==> src/rtl/dest_drain_arbiter.sv <==
// Round-robin drain of two destination FIFOs into a single valid/ready sink.
// Define DRAIN_COUNT_EN to build the per-FIFO drained-word counters.
module dest_drain_arbiter (
  input  logic       clk,
  input  logic       reset,
  input  logic       enable,
  input  logic       empty_D0,
  input  logic       empty_D1,
  input  logic [5:0] data_out0,
  input  logic [5:0] data_out1,
  input  logic       ready_out,
  output logic       pop_D0,
  output logic       pop_D1,
  output logic [5:0] data_out,
  output logic       valid_out,
  output logic       dest_out,
  output logic [7:0] count_D0,
  output logic [7:0] count_D1,
  output logic       busy
);

  typedef enum logic [1:0] {
    IDLE = 2'b00,
    POP  = 2'b01,
    CAPT = 2'b10,
    HOLD = 2'b11
  } state_t;

  state_t     state_r;
  state_t     state_next_s;
  logic       sel_r;
  logic       last_r;
  logic       sel_new_s;
  logic       eligible_s;
  logic [5:0] data_r;
  logic       valid_r;
  logic       dest_r;

  assign data_out  = data_r;
  assign valid_out = valid_r;
  assign dest_out  = dest_r;

  // Eligibility for a new drain and the round-robin pick of the next source
  always_comb begin
    eligible_s = enable && (!empty_D0 || !empty_D1);
    if (!empty_D0 && !empty_D1) begin
      sel_new_s = ~last_r;
    end else if (!empty_D0) begin
      sel_new_s = 1'b0;
    end else begin
      sel_new_s = 1'b1;
    end
  end

  // State register
  always_ff @(posedge clk or posedge reset) begin
    if (reset) begin
      state_r <= IDLE;
    end else begin
      state_r <= state_next_s;
    end
  end

  // Next-state logic; an accepted word may chain straight into the next pop
  always_comb begin
    state_next_s = state_r;
    case (state_r)
      IDLE: begin
        if (eligible_s) begin
          state_next_s = POP;
        end else begin
          state_next_s = IDLE;
        end
      end
      POP:  state_next_s = CAPT;
      CAPT: state_next_s = HOLD;
      HOLD: begin
        if (!ready_out) begin
          state_next_s = HOLD;
        end else if (eligible_s) begin
          state_next_s = POP;
        end else begin
          state_next_s = IDLE;
        end
      end
      default: state_next_s = IDLE;
    endcase
  end

  // Output decode from registered state and selection
  always_comb begin
    pop_D0 = (state_r == POP) && (sel_r == 1'b0);
    pop_D1 = (state_r == POP) && (sel_r == 1'b1);
    busy   = (state_r != IDLE);
  end

  // Arbitration registers; last starts at 1 so D0 wins the first tie
  always_ff @(posedge clk or posedge reset) begin
    if (reset) begin
      sel_r  <= 1'b0;
      last_r <= 1'b1;
    end else begin
      if (state_next_s == POP) begin
        sel_r <= sel_new_s;
      end else begin
        sel_r <= sel_r;
      end
      if (state_r == CAPT) begin
        last_r <= sel_r;
      end else begin
        last_r <= last_r;
      end
    end
  end

  // Output word register: load on capture, hold until the sink accepts
  always_ff @(posedge clk or posedge reset) begin
    if (reset) begin
      data_r  <= 6'h00;
      valid_r <= 1'b0;
      dest_r  <= 1'b0;
    end else if (state_r == CAPT) begin
      data_r  <= sel_r ? data_out1 : data_out0;
      valid_r <= 1'b1;
      dest_r  <= sel_r;
    end else if ((state_r == HOLD) && ready_out) begin
      valid_r <= 1'b0;
    end else begin
      valid_r <= valid_r;
    end
  end

`ifdef DRAIN_COUNT_EN
  logic [7:0] count_d0_r;
  logic [7:0] count_d1_r;

  // Per-FIFO drained-word counters, wrapping silently at 8 bits
  always_ff @(posedge clk or posedge reset) begin
    if (reset) begin
      count_d0_r <= 8'h00;
      count_d1_r <= 8'h00;
    end else if (state_r == CAPT) begin
      if (sel_r) begin
        count_d1_r <= count_d1_r + 8'd1;
      end else begin
        count_d0_r <= count_d0_r + 8'd1;
      end
    end else begin
      count_d0_r <= count_d0_r;
      count_d1_r <= count_d1_r;
    end
  end

  assign count_D0 = count_d0_r;
  assign count_D1 = count_d1_r;
`else
  assign count_D0 = 8'h00;
  assign count_D1 = 8'h00;
`endif

endmodule

==> config.mk <==
export PLATFORM = sky130hd
export DESIGN_NAME = dest_drain_arbiter
export DESIGN_NICKNAME = d
export VERILOG_FILES = /design/src/rtl/dest_drain_arbiter.sv
export SDC_FILE = /design/constraint.sdc
export NUM_CORES = 1
export LEC_CHECK = 0
export BUFFER_PORTS_ARGS = -buffer_cell sky130_fd_sc_hd__buf_4
export CAP_MARGIN = 20
export CELL_PAD_IN_SITES_DETAIL_PLACEMENT = 2
export CELL_PAD_IN_SITES_GLOBAL_PLACEMENT = 2
export CORE_UTILIZATION = 22
export CTS_BUF_LIST = sky130_fd_sc_hd__clkbuf_8
export CTS_CLUSTER_SIZE = 10
export DETAILED_ROUTE_END_ITERATION = 8
export PLACE_DENSITY_LB_ADDON = 0.05
export SKIP_CTS_REPAIR_TIMING = 1
export SLEW_MARGIN = 20
export SYNTH_ARGS = -nofsm -noshare
export SYNTH_HDL_FRONTEND = slang
export SYNTH_SLANG_ARGS = --single-unit
==> constraint.sdc <==
create_clock -name clk -period 1.45 [get_ports clk]
set_input_delay 0.2175 -clock clk [delete_from_list [all_inputs] [get_ports clk]]
set_output_delay 0.2175 -clock clk [all_outputs]
set_load 0.01 [all_outputs]
* Word level (Yosys, flattened, before mapping)
Index checks and enable logic that the tools add are counted.
Word-level totals: flip-flop bits (word level) 12, input bits 18, output and inout port bits 27, logic and storage cells 31
Cells by class: equality and inequality tests 4, muxes and demuxes 8, bitwise operators 2, reductions and logical operators 11
Operator list (count):
- $pmux 2 s4 | 1
- $mux 6 | 1
- $logic_and 1x1->1 | 5
- $mux 1 | 5
- $eq 2x1->1 const B | 2
- $eq 2x2->1 const B | 2
- $reduce_bool 2->1 | 2
- $logic_not 1->1 | 2
- $logic_not 2->1 | 1
- $mux 2 | 1
- $not 1->1 | 2
- $logic_or 1x1->1 | 1

* Depth between registers and ports, before layout
depth after elaboration 7, depth in mapped cells 4, mapped depth without buffers 3

* Worst setup path before layout
No wires, ideal clock.
kind register to register, start register state_r[1], end register sel_r, setup time 126 ps, arrival 963 ps, data required time 1324 ps, slack 361 ps, cell stages (with the launch flop) 4, path buffers 0, period minus slack after synthesis 1089 ps, cell sequence dfrtp_1 > and3_1 > o211a_1 > o32a_1
On the way: longest elaborated chain between the ends 3, elaborated cells between the ends (all ways) 6, those cells by class 4 x eq/ne; 1 x mux; 1 x reduce/logical
Ends and longest elaborated chain:
- from (decl) | RTL line 29 | state_t state_r;
- from (signal assigned) | RTL line 60 | state_r <= state_next_s;
- $eq 2x2->1, or another cell as far along | RTL line 67 | case (state_r)
- $pmux 2 s4 * | RTL line 67
- $eq 2x1->1 * | RTL line 103 | if (state_next_s == POP) begin
- to (signal assigned) | RTL line 104 | sel_r <= sel_new_s;
- to (signal assigned) | RTL line 106 | sel_r <= sel_r;
- to (decl) | RTL line 31 | logic sel_r;
Mark *: on every way between the ends. The rest lies on a longest branch, timed or not. A chain may end at the register's enable or synchronous reset.

* Worst setup path in the final report
start register state_r[0], end output busy
On the way: longest elaborated chain between the ends 1
Ends and longest elaborated chain:
- $reduce_bool 2->1 | RTL line 94 | busy = (state_r != IDLE);
- to (decl) | RTL line 19 | output logic busy
Every way passes these cells.

==> metrics <==
max-slew violation count=0; initial cell density of the core=24.02%; Pre-antenna DRT Iters=7; Seq/Total Area, Yosys=44.38%; Die ar.=0.003314 sq mm; CTS tree=built; drt total wl=1548 microns; Critical Path RT=1.23 ns; Die Ht=57.57 microns; failing checks=DRC; worst slack, placed=0.1762 ns; Die X-Extent=57.57 microns; P_sw=647.3 uW; largest area contributor in the netlist=dfrtp_1; DR iter-0 viols=6; I/O Pins=45; Layout Nets=124; core footprint=0.002829 sq mm; Worst-Skew Late Latency=0.23 ns; Core Util, Final=32.07%; Worst-Margin Slew=0.5143 ns; CTS max path bufs=2; Final Wtd Congestion=0.6471; hpwl dp=1258 microns; first-pass GRT wire length=2566 microns; post-place instance area=862.1 sq um; max incr delay on CP=0.44 ns; top cells by count, synth=buf_4 (16), nand2_1 (15), dfrtp_1 (11); Power per Cell Area=1903 mW/mm^2; crit path launch type=flip-flop; setup TNS=0 ns; Critical Path End Type=primary output; Syn Area/Cell=9.059 sq um; total gr overflow=0; Yosys warnings=0; Clock Power Share=17.3%; Global Route Usage Sum=10.26%; fin crit period=1.361 ns; highest routed layer=met4; crit-path cells=nor2_1, inv_1, buf_4; WL met3=168 microns; HP Class=in -> async; switching share of total power=37.49%; Seq pwr share=37.6%; VDD IR max=513.3 uV; clock slew at reported path FFs=0.05 ns; antenna violations before repair=0; RSZ-0062 raised after global routing=false; Top FF cell, synth=dfrtp_1; outcome=finished, violations left; Port Buffers=28; max-capacitance violation count=0; final setup fails=0; Post-synth ARST share=100.0%; count leader, synth=buf_4; share of layout cells above drive strength 1=31.43%; Netlist cell types=19; Critical-path top delay cell=dfrtp_1; top-area cell type share of the netlist area=40.52%; number of synthesized register bits=12; clock sink count=12; Setup Crit Path Kind=reg -> out; synth top area cells=dfrtp_1 (41%), buf_4 (18%), mux2i_1 (8.8%), nand2_1 (8.3%), o21ai_0 (4.4%); Avg Vias per Cell=4.074; Final Cycle Share=93.84%; wire length on met1=677 microns; Antenna Violating Nets Remaining=0; via count=554; leak pwr=0.5115 nW; Data arrival, critical path=1.14 ns; ant diodes=0; H-tree Lvls=1; vias in the first global route=558; post-route cell area=907.1 sq um; fill cell count=335; DRC=4; area grow syn2layout=33.52%; Max Fclk=735.0 MHz; internal power=1.079 mW; Max Clock Skew=0.001328 ns; Reg2Reg Depth=3; Gate power share=45.0%; Core Rows=19; critical path fanouts, max=8; Power Total=1.726 mW; synthesized cell area=679.4 sq um; Reg-to-Reg Start=state_r[0]; EDFF count, synth=0; CP Launch Point=state_r[0]; Setup WS post-layout=0.08938 ns; Post-Synthesis Cells=75; TritonCTS Buffers=3; CTS root buf=clkbuf_8; metal2 WL=693 microns; Avg WL per Cell=11.38 microns; Final Hold Viols=0; relative slew slack=65.71%; largest net degree at the start of global routing=16
[cell families (layout without fill, tap and decap cells)]
family	after synthesis	after routing	share of synthesized area, %
and+or+nand+nor	23	23	14.92
AOI/OAI and AO/OA	11	11	9.944
other	1	16	0.5520
muxes	6	6	8.840
buffers and inverters	22	37	21.36
DFF	12	12	44.38
[through the flow]
step                hold slack, ns  instances
finish                    0.003325        136
global route               0.04813        136
CTS                        0.02558        136
detailed placement          0.2795        132
global placement            0.2773        132
floorplan                  0.08148         90
[critical path: cells and delay by family (launching register included)]
family / cells / cell delay [ns]
buf+inv: 2 / 0.21
simple gates: 1 / 0.26
flops: 1 / 0.44
[per-layer routing]
metal  up-vias  track usage, %
met2        30           16.94
met3         2           3.855
met1       252           12.76
li1        270               -
met5         -               0
met4         0           2.091
[power by group through the flow]
| stage | combinational [mW] | sequential (mW) | clock, mW |
|---|---|---|---|
| floorplan | 0.446 | 0.666 | 0 |
| global placement | 0.785 | 0.649 | 0 |
| detailed placement | 0.804 | 0.654 | 0 |
| CTS | 0.804 | 0.653 | 0.313 |
| global route | 0.876 | 0.672 | 0.333 |
| finish | 0.777 | 0.650 | 0.299 |
[flip-flops by register name (all words and copies together) (netlist names)]
name,count
last_r,1
dest_out,1
valid_out,1
sel_r,1
data_out,6
state_r,2
[worst paths after layout]
kind                                to  slack [ns]
setup reg to reg           data_out[2]        0.21
min in group clk                 sel_r        0.25
setup / recovery                  busy        0.09
hold reg to reg                 last_r        0.46
max in group asynchronous       last_r        1.10
hold / removal             data_out[5]       0.003
[final cells by class]
type / count / area [sq um] / share of cell area [%]
repair buffers: 29 / 217.7 / 24.00
inverters: 4 / 15.01 / 1.655
flip-flops and latches: 12 / 301.5 / 33.24
well taps: 31 / 38.79 / 4.276
clock buffers: 3 / 41.29 / 4.552
multi-input cells: 56 / 289.0 / 31.86
clock inverters: 1 / 3.754 / 0.4138
[placed cells by master, fill, tap and decap left out]
master    netlist  layout
nor2_1          3       3
nand3b_1        1       1
clkbuf_8        0       3
inv_1           4       5
o21ai_0         6       6
a21oi_1         1       1
o211a_1         1       1
dfstp_2         1       1
nand2_1        15      15
mux2i_1         6       6
nand2b_1        1       1
and3_1          2       2
buf_4          16      29
dfrtp_1        11      11
a22oi_1         1       1
conb_1          1      16
o21ai_1         1       1
nor3b_1         1       1
o32a_1          1       1
Note: power is estimated with default switching activity, not from simulation.
